## src/rtl/cache_request_arbiter.sv

```systemverilog
// cache_request_arbiter: round-robin sharing of one L1 cache port between two requesters,
// sequencing each access through ACCESS and an enable-low RELEASE gap, with miss counting.
module cache_request_arbiter #(
    parameter int ADDR_LENGTH  = 10,
    parameter int BLOCK_SIZE   = 32,
    parameter int RETURN_SIZE  = 8,
    parameter int WRITE_CYCLES = 4,
    parameter int TIMEOUT      = 255,
    parameter int GAP_CYCLES   = 1
) (
    input  logic                   clk,
    input  logic                   reset,
    input  logic                   req0,
    input  logic                   req1,
    input  logic                   write0,
    input  logic                   write1,
    input  logic [ADDR_LENGTH-1:0] addr0,
    input  logic [ADDR_LENGTH-1:0] addr1,
    input  logic [BLOCK_SIZE-1:0]  wdata0,
    input  logic [BLOCK_SIZE-1:0]  wdata1,
    output logic                   done0,
    output logic                   done1,
    output logic [RETURN_SIZE-1:0] rdata0,
    output logic [RETURN_SIZE-1:0] rdata1,
    output logic                   err0,
    output logic                   err1,
    output logic                   cache_enable,
    output logic                   cache_write,
    output logic [ADDR_LENGTH-1:0] cache_addr,
    output logic [BLOCK_SIZE-1:0]  cache_wdata,
    input  logic [RETURN_SIZE-1:0] cache_rdata,
    input  logic                   cache_fetchComplete,
    input  logic                   cache_miss,
    output logic                   busy,
    output logic                   owner,
    output logic [15:0]            miss_count
);
    localparam int CW = $clog2(TIMEOUT + 1);
    localparam int GW = (GAP_CYCLES > 1) ? $clog2(GAP_CYCLES + 1) : 1;

    typedef enum logic [1:0] {IDLE, ACCESS, RELEASE} state_t;

    state_t                 state_q, state_d;
    logic                   ptr_q, ptr_d;
    logic                   owner_q, owner_d;
    logic                   busy_q, busy_d;
    logic                   en_q, en_d;
    logic                   wr_q, wr_d;
    logic [ADDR_LENGTH-1:0] addr_q, addr_d;
    logic [BLOCK_SIZE-1:0]  wdata_q, wdata_d;
    logic [RETURN_SIZE-1:0] rdata0_q, rdata0_d;
    logic [RETURN_SIZE-1:0] rdata1_q, rdata1_d;
    logic                   done0_q, done0_d;
    logic                   done1_q, done1_d;
    logic                   err0_q, err0_d;
    logic                   err1_q, err1_d;
    logic [CW-1:0]          cnt_q, cnt_d;
    logic [GW-1:0]          gap_q, gap_d;
    logic                   miss_flag_q, miss_flag_d;
    logic [15:0]            miss_count_q, miss_count_d;

    logic gnt1, rd_done, wr_done, tmo, exit_acc, miss_seen;

    // Requester 1 wins when it is alone or when both ask and the pointer favours it.
    assign gnt1      = req1 & (~req0 | ptr_q);
    assign rd_done   = ~wr_q & cache_fetchComplete;
    assign wr_done   = wr_q & (cnt_q == CW'(WRITE_CYCLES));
    assign tmo       = ~rd_done & ~wr_done & (cnt_q == CW'(TIMEOUT));
    assign exit_acc  = rd_done | wr_done | tmo;
    assign miss_seen = miss_flag_q | cache_miss;

    always_comb begin
        state_d      = state_q;
        ptr_d        = ptr_q;
        owner_d      = owner_q;
        en_d         = en_q;
        wr_d         = wr_q;
        addr_d       = addr_q;
        wdata_d      = wdata_q;
        rdata0_d     = rdata0_q;
        rdata1_d     = rdata1_q;
        done0_d      = 1'b0;
        done1_d      = 1'b0;
        err0_d       = 1'b0;
        err1_d       = 1'b0;
        cnt_d        = cnt_q;
        gap_d        = gap_q;
        miss_flag_d  = miss_flag_q;
        miss_count_d = miss_count_q;
        case (state_q)
            IDLE: begin
                if (req0 | req1) begin
                    state_d     = ACCESS;
                    owner_d     = gnt1;
                    ptr_d       = ~gnt1;
                    en_d        = 1'b1;
                    wr_d        = gnt1 ? write1 : write0;
                    addr_d      = gnt1 ? addr1 : addr0;
                    wdata_d     = gnt1 ? wdata1 : wdata0;
                    cnt_d       = CW'(1);
                    miss_flag_d = 1'b0;
                end
            end
            ACCESS: begin
                miss_flag_d = miss_seen;
                cnt_d       = cnt_q + CW'(1);
                if (exit_acc) begin
                    state_d     = RELEASE;
                    en_d        = 1'b0;
                    wr_d        = 1'b0;
                    gap_d       = GW'(1);
                    miss_flag_d = 1'b0;
                    done0_d     = ~owner_q;
                    done1_d     = owner_q;
                    err0_d      = tmo & ~owner_q;
                    err1_d      = tmo & owner_q;
                    rdata0_d    = (rd_done & ~owner_q) ? cache_rdata : rdata0_q;
                    rdata1_d    = (rd_done & owner_q) ? cache_rdata : rdata1_q;
                    miss_count_d = (miss_seen && miss_count_q != 16'hFFFF) ? miss_count_q + 16'd1 : miss_count_q;
                end
            end
            RELEASE: begin
                if (gap_q >= GW'(GAP_CYCLES)) state_d = IDLE;
                else gap_d = gap_q + GW'(1);
            end
            default: state_d = IDLE;
        endcase
        busy_d = (state_d != IDLE);
    end

    always_ff @(posedge clk or negedge reset) begin
        if (!reset) begin
            state_q      <= IDLE;
            ptr_q        <= 1'b0;
            owner_q      <= 1'b0;
            busy_q       <= 1'b0;
            en_q         <= 1'b0;
            wr_q         <= 1'b0;
            addr_q       <= '0;
            wdata_q      <= '0;
            rdata0_q     <= '0;
            rdata1_q     <= '0;
            done0_q      <= 1'b0;
            done1_q      <= 1'b0;
            err0_q       <= 1'b0;
            err1_q       <= 1'b0;
            cnt_q        <= '0;
            gap_q        <= '0;
            miss_flag_q  <= 1'b0;
            miss_count_q <= '0;
        end else begin
            state_q      <= state_d;
            ptr_q        <= ptr_d;
            owner_q      <= owner_d;
            busy_q       <= busy_d;
            en_q         <= en_d;
            wr_q         <= wr_d;
            addr_q       <= addr_d;
            wdata_q      <= wdata_d;
            rdata0_q     <= rdata0_d;
            rdata1_q     <= rdata1_d;
            done0_q      <= done0_d;
            done1_q      <= done1_d;
            err0_q       <= err0_d;
            err1_q       <= err1_d;
            cnt_q        <= cnt_d;
            gap_q        <= gap_d;
            miss_flag_q  <= miss_flag_d;
            miss_count_q <= miss_count_d;
        end
    end

    assign done0        = done0_q;
    assign done1        = done1_q;
    assign err0         = err0_q;
    assign err1         = err1_q;
    assign rdata0       = rdata0_q;
    assign rdata1       = rdata1_q;
    assign cache_enable = en_q;
    assign cache_write  = wr_q;
    assign cache_addr   = addr_q;
    assign cache_wdata  = wdata_q;
    assign busy         = busy_q;
    assign owner        = owner_q;
    assign miss_count   = miss_count_q;
endmodule

```

## config.mk

```make
export PLATFORM = sky130hd
export DESIGN_NAME = cache_request_arbiter
export DESIGN_NICKNAME = d
export VERILOG_FILES = /design/src/rtl/cache_request_arbiter.sv
export SDC_FILE = /design/constraint.sdc
export NUM_CORES = 1
export LEC_CHECK = 0
export BUFFER_PORTS_ARGS = -buffer_cell sky130_fd_sc_hd__buf_4
export CAP_MARGIN = 0
export CELL_PAD_IN_SITES_DETAIL_PLACEMENT = 1
export CELL_PAD_IN_SITES_GLOBAL_PLACEMENT = 1
export CORE_ASPECT_RATIO = 0.8
export CORE_MARGIN = 2
export CORE_UTILIZATION = 35
export DETAILED_ROUTE_END_ITERATION = 6
export PLACE_DENSITY = 0.75
export SLEW_MARGIN = 5
export SYNTH_ARGS = -nofsm -noshare
export SYNTH_HDL_FRONTEND = slang
export SYNTH_SLANG_ARGS = --single-unit
```

## constraint.sdc

```tcl
create_clock -name clk -period 3.2 [get_ports clk]
set_clock_uncertainty 0.2 [all_clocks]
set_input_delay 0.8 -clock clk [delete_from_list [all_inputs] [get_ports clk]]
set_output_delay 0.8 -clock clk [all_outputs]
set_load 0.01 [all_outputs]
```

==> run_results.csv <==
group,metric,value,unit
global_route,grt_max_degree,71,
yosys,synth_commonest_cells,"95 x dfrtp_1, 48 x inv_1, 42 x a222oi_1, 20 x nand2_1, 19 x clkbuf_1",
run_status,outcome,"complete, no violations",
sta,finalSetupViolCount,0,
clocking,cts.clk_slew.worst_paths,0.07,ns
sta,finalMaxSlewViolations,0,
clocking,clock_sinks,95,
yosys,yosysWarnings,0,
critical_path,reg2reg_slack,0.73,ns
yosys,postSynthNetCount,454,
global_route,grt_pass1_wl,20300,µm
critical_path,start_kind,"flip-flop",
yosys,synth_most_common_cell,"dfrtp_1",
placed_design,portBuffers,181,
yosys,yosysSeqAreaShare,58.8,%
power_and_ir_drop,p_sw,1.93,mW
clocking,cts_buffer_depth,2,
die,core-area,11400,µm²
sta,fin_ws,0.727,ns
clocking,cts_htree_levels,3,
cells_and_area,drive_above_1_share,42.7,%
sta,worst_pin_slew,0.741,ns
routing,post_drt_wl_per_cell,18.8,µm
power_and_ir_drop,intPower,3.51,mW
placed_design,pre_cts_ws,0.611,ns
power_and_ir_drop,irDropWorstVdd,0.468,mV
routing,drt_pre_antenna_iters,7,
sta,worst_hold_slack,0.170,ns
yosys,syn_avg_cell_area,11.5,µm²
critical_path,path_max_fanout,9,
power_and_ir_drop,comb_power_share,42.0,%
sta,period_share,77.3,%
critical_path,r2r_start,"cnt_q[0]",
global_route,grt_use_total,21.5,%
cells_and_area,antenna_cells,0,
clocking,cts_setup_buffers,0,
critical_path,critPathRequiredTime,3.25,ns
die,pin_count,182,
global_route,grt-ovfl-total,0,
cells_and_area,syn_to_final_growth,46.4,%
routing,wl,12900,µm
power_and_ir_drop,clock_power_share,21.1,%
critical_path,endpoint_kind,"flip-flop",
yosys,synth_area,4050,µm²
die,die_h,100,µm
yosys,yosys.cell_types.count,41,
cells_and_area,final_util,52.0,%
die,rows,35,
power_and_ir_drop,cellLeakagePower,3.06,nW
sta,tns,0,ns
power_and_ir_drop,total_power,5.44,mW
cells_and_area,final_net_count,635,
clocking,hold_buffers,0,
yosys,yosysTopAreaCell,"dfrtp_1",
sta,fmax,404,MHz
sta,hold_viol,0,
critical_path,reg2reg_depth,8,
yosys,yosysTopAreaCellShare,58.8,%
clocking,insertion_delay,0.34,ns
job,max-cap-violations,0,
placed_design,post-dp-hpwl,9270,µm
power_and_ir_drop,power_density,918,nW/µm²
clocking,cts_tree,"yes",
routing,drc_errors,0,
yosys,synth-seq-cells,95,
cells_and_area,final_cell_area,5920,µm²
yosys,synth_edf_count,0,
routing,first_iter_violations,281,
sta,rsz0062_at_grt,"no",
die,die_w,124,µm
placed_design,dp.cells,669,
cells_and_area,layout.cells.non_filler,684,
sta,period_needed,2.47,ns
global_route,antenna_found_initial,0,
sta,relSlewSlack,50.1,%
power_and_ir_drop,p_sw_share,35.4,%
placed_design,gp_congestion,0.798,
routing,num_vias,3651,
min_path,hp-class,"in -> async",
clocking,ctsResizeCount,0,
die,die_area,12400,µm²
routing,ant_nets,0,
critical_path,critical_path_class,"reg -> reg",
yosys,synth_cells,351,
clocking,cts_root_buffer,"clkbuf_16",
die,initial_core_util,35.5,%
yosys,netlist_top_cells_area,"dfrtp_1 59%, a222oi_1 10%, mux2_2 5.0%",
critical_path,arrival,2.53,ns
placed_design,placed_cell_area,5610,µm²
critical_path,r2r-end,"miss_count[3]",
routing,via_per_inst,5.34,
yosys,ys.flop_type,"dfrtp_1",
yosys,ys_async_sr_fraction,100,%
power_and_ir_drop,seqPwrFrac,36.9,%
global_route,grt_pass1_vias,3859,
clocking,cts_inserted_buffers,9,
power groups by stage:
| stage | Combinational (mW) | Clock (mW) | Sequential [mW] |
|---|---|---|---|
| floorplan | 1.00 | 0 | 2.15 |
| global placement | 2.24 | 0 | 1.98 |
| detailed placement | 2.31 | 0 | 2.01 |
| CTS | 2.32 | 1.18 | 2.00 |
| global route | 2.52 | 1.23 | 2.07 |
| finish | 2.28 | 1.15 | 2.00 |
worst max-delay path: stages (launching register included):
cell and delay, ns:
dfrtp_1 0.38, inv_1 0.13, ha_1 0.16, or4bb_1 0.47
o21ai_1 0.17, a31oi_2 0.11, buf_4 0.24, nor4_1 0.36
xnor2_1 0.17
sequential cells by signal, summed over array words and instances, names as in the netlist, 2 cells and up:
signal and cells:
cache_addr 10, cache_wdata 32, cnt_q 8, miss_count 16
rdata0 8, rdata1 8, state_q 2
cell type report:
class                   instances  area, µm²
fillers                      1266       5470
flip-flops and latches         95       2380
repair buffers                191       1450
multi-input cells             187       1420
clock buffers                  11        243
well taps                     148        185
inverters                      48        180
clock inverters                 4       70.1
logic make-up after synthesis:
kind of cell	share of synthesized area [%]
DFF	58.8
and+or+nand+nor	11.3
AOI/OAI and AO/OA	14.4
buffers and inverters	6.59
muxes	5.01
xor gates and xnor gates	3.03
adders and majority gates	0.928
metal layers:
layer  routed length [µm]  share of wire (%)  track usage (%)
met4                  229                1.8             6.66
met1                 4910                 38             25.1
met2                 6670                 52             36.7
met5                    0                  0                0
met3                 1080                8.4             7.95
layout by cell type, fill, tap and decap left out, drive strengths merged, types with 3 or more instances in the layout:
cell type and n:
nand2 20, clkbuf 11, a222oi 42, nand3 6, a21oi 5, o21ai 13, nor4 5, ha 3
nor2 13, nand4 6, buf 191, inv 48, a31oi 3, nor3 11, mux2 18, dfrtp 95
xor2 13, nand2b 4
worst max path at each step:
stage | to | slack [ns] | depth (start not counted) | start
2_1_floorplan | miss_count[1] | 0.95 | 7 | cnt_q[0]
3_3_place_gp | miss_count[13] | 0.72 | 6 | cache_miss
3_5_place_dp | miss_count[15] | 0.61 | 6 | cache_miss
4_1_cts | miss_count[3] | 0.69 | 8 | cnt_q[0]
5_1_grt | miss_count[1] | 0.54 | 7 | cnt_q[0]
6_report | miss_count[3] | 0.73 | 8 | cnt_q[0]
Power figures use the tool's default switching activity.
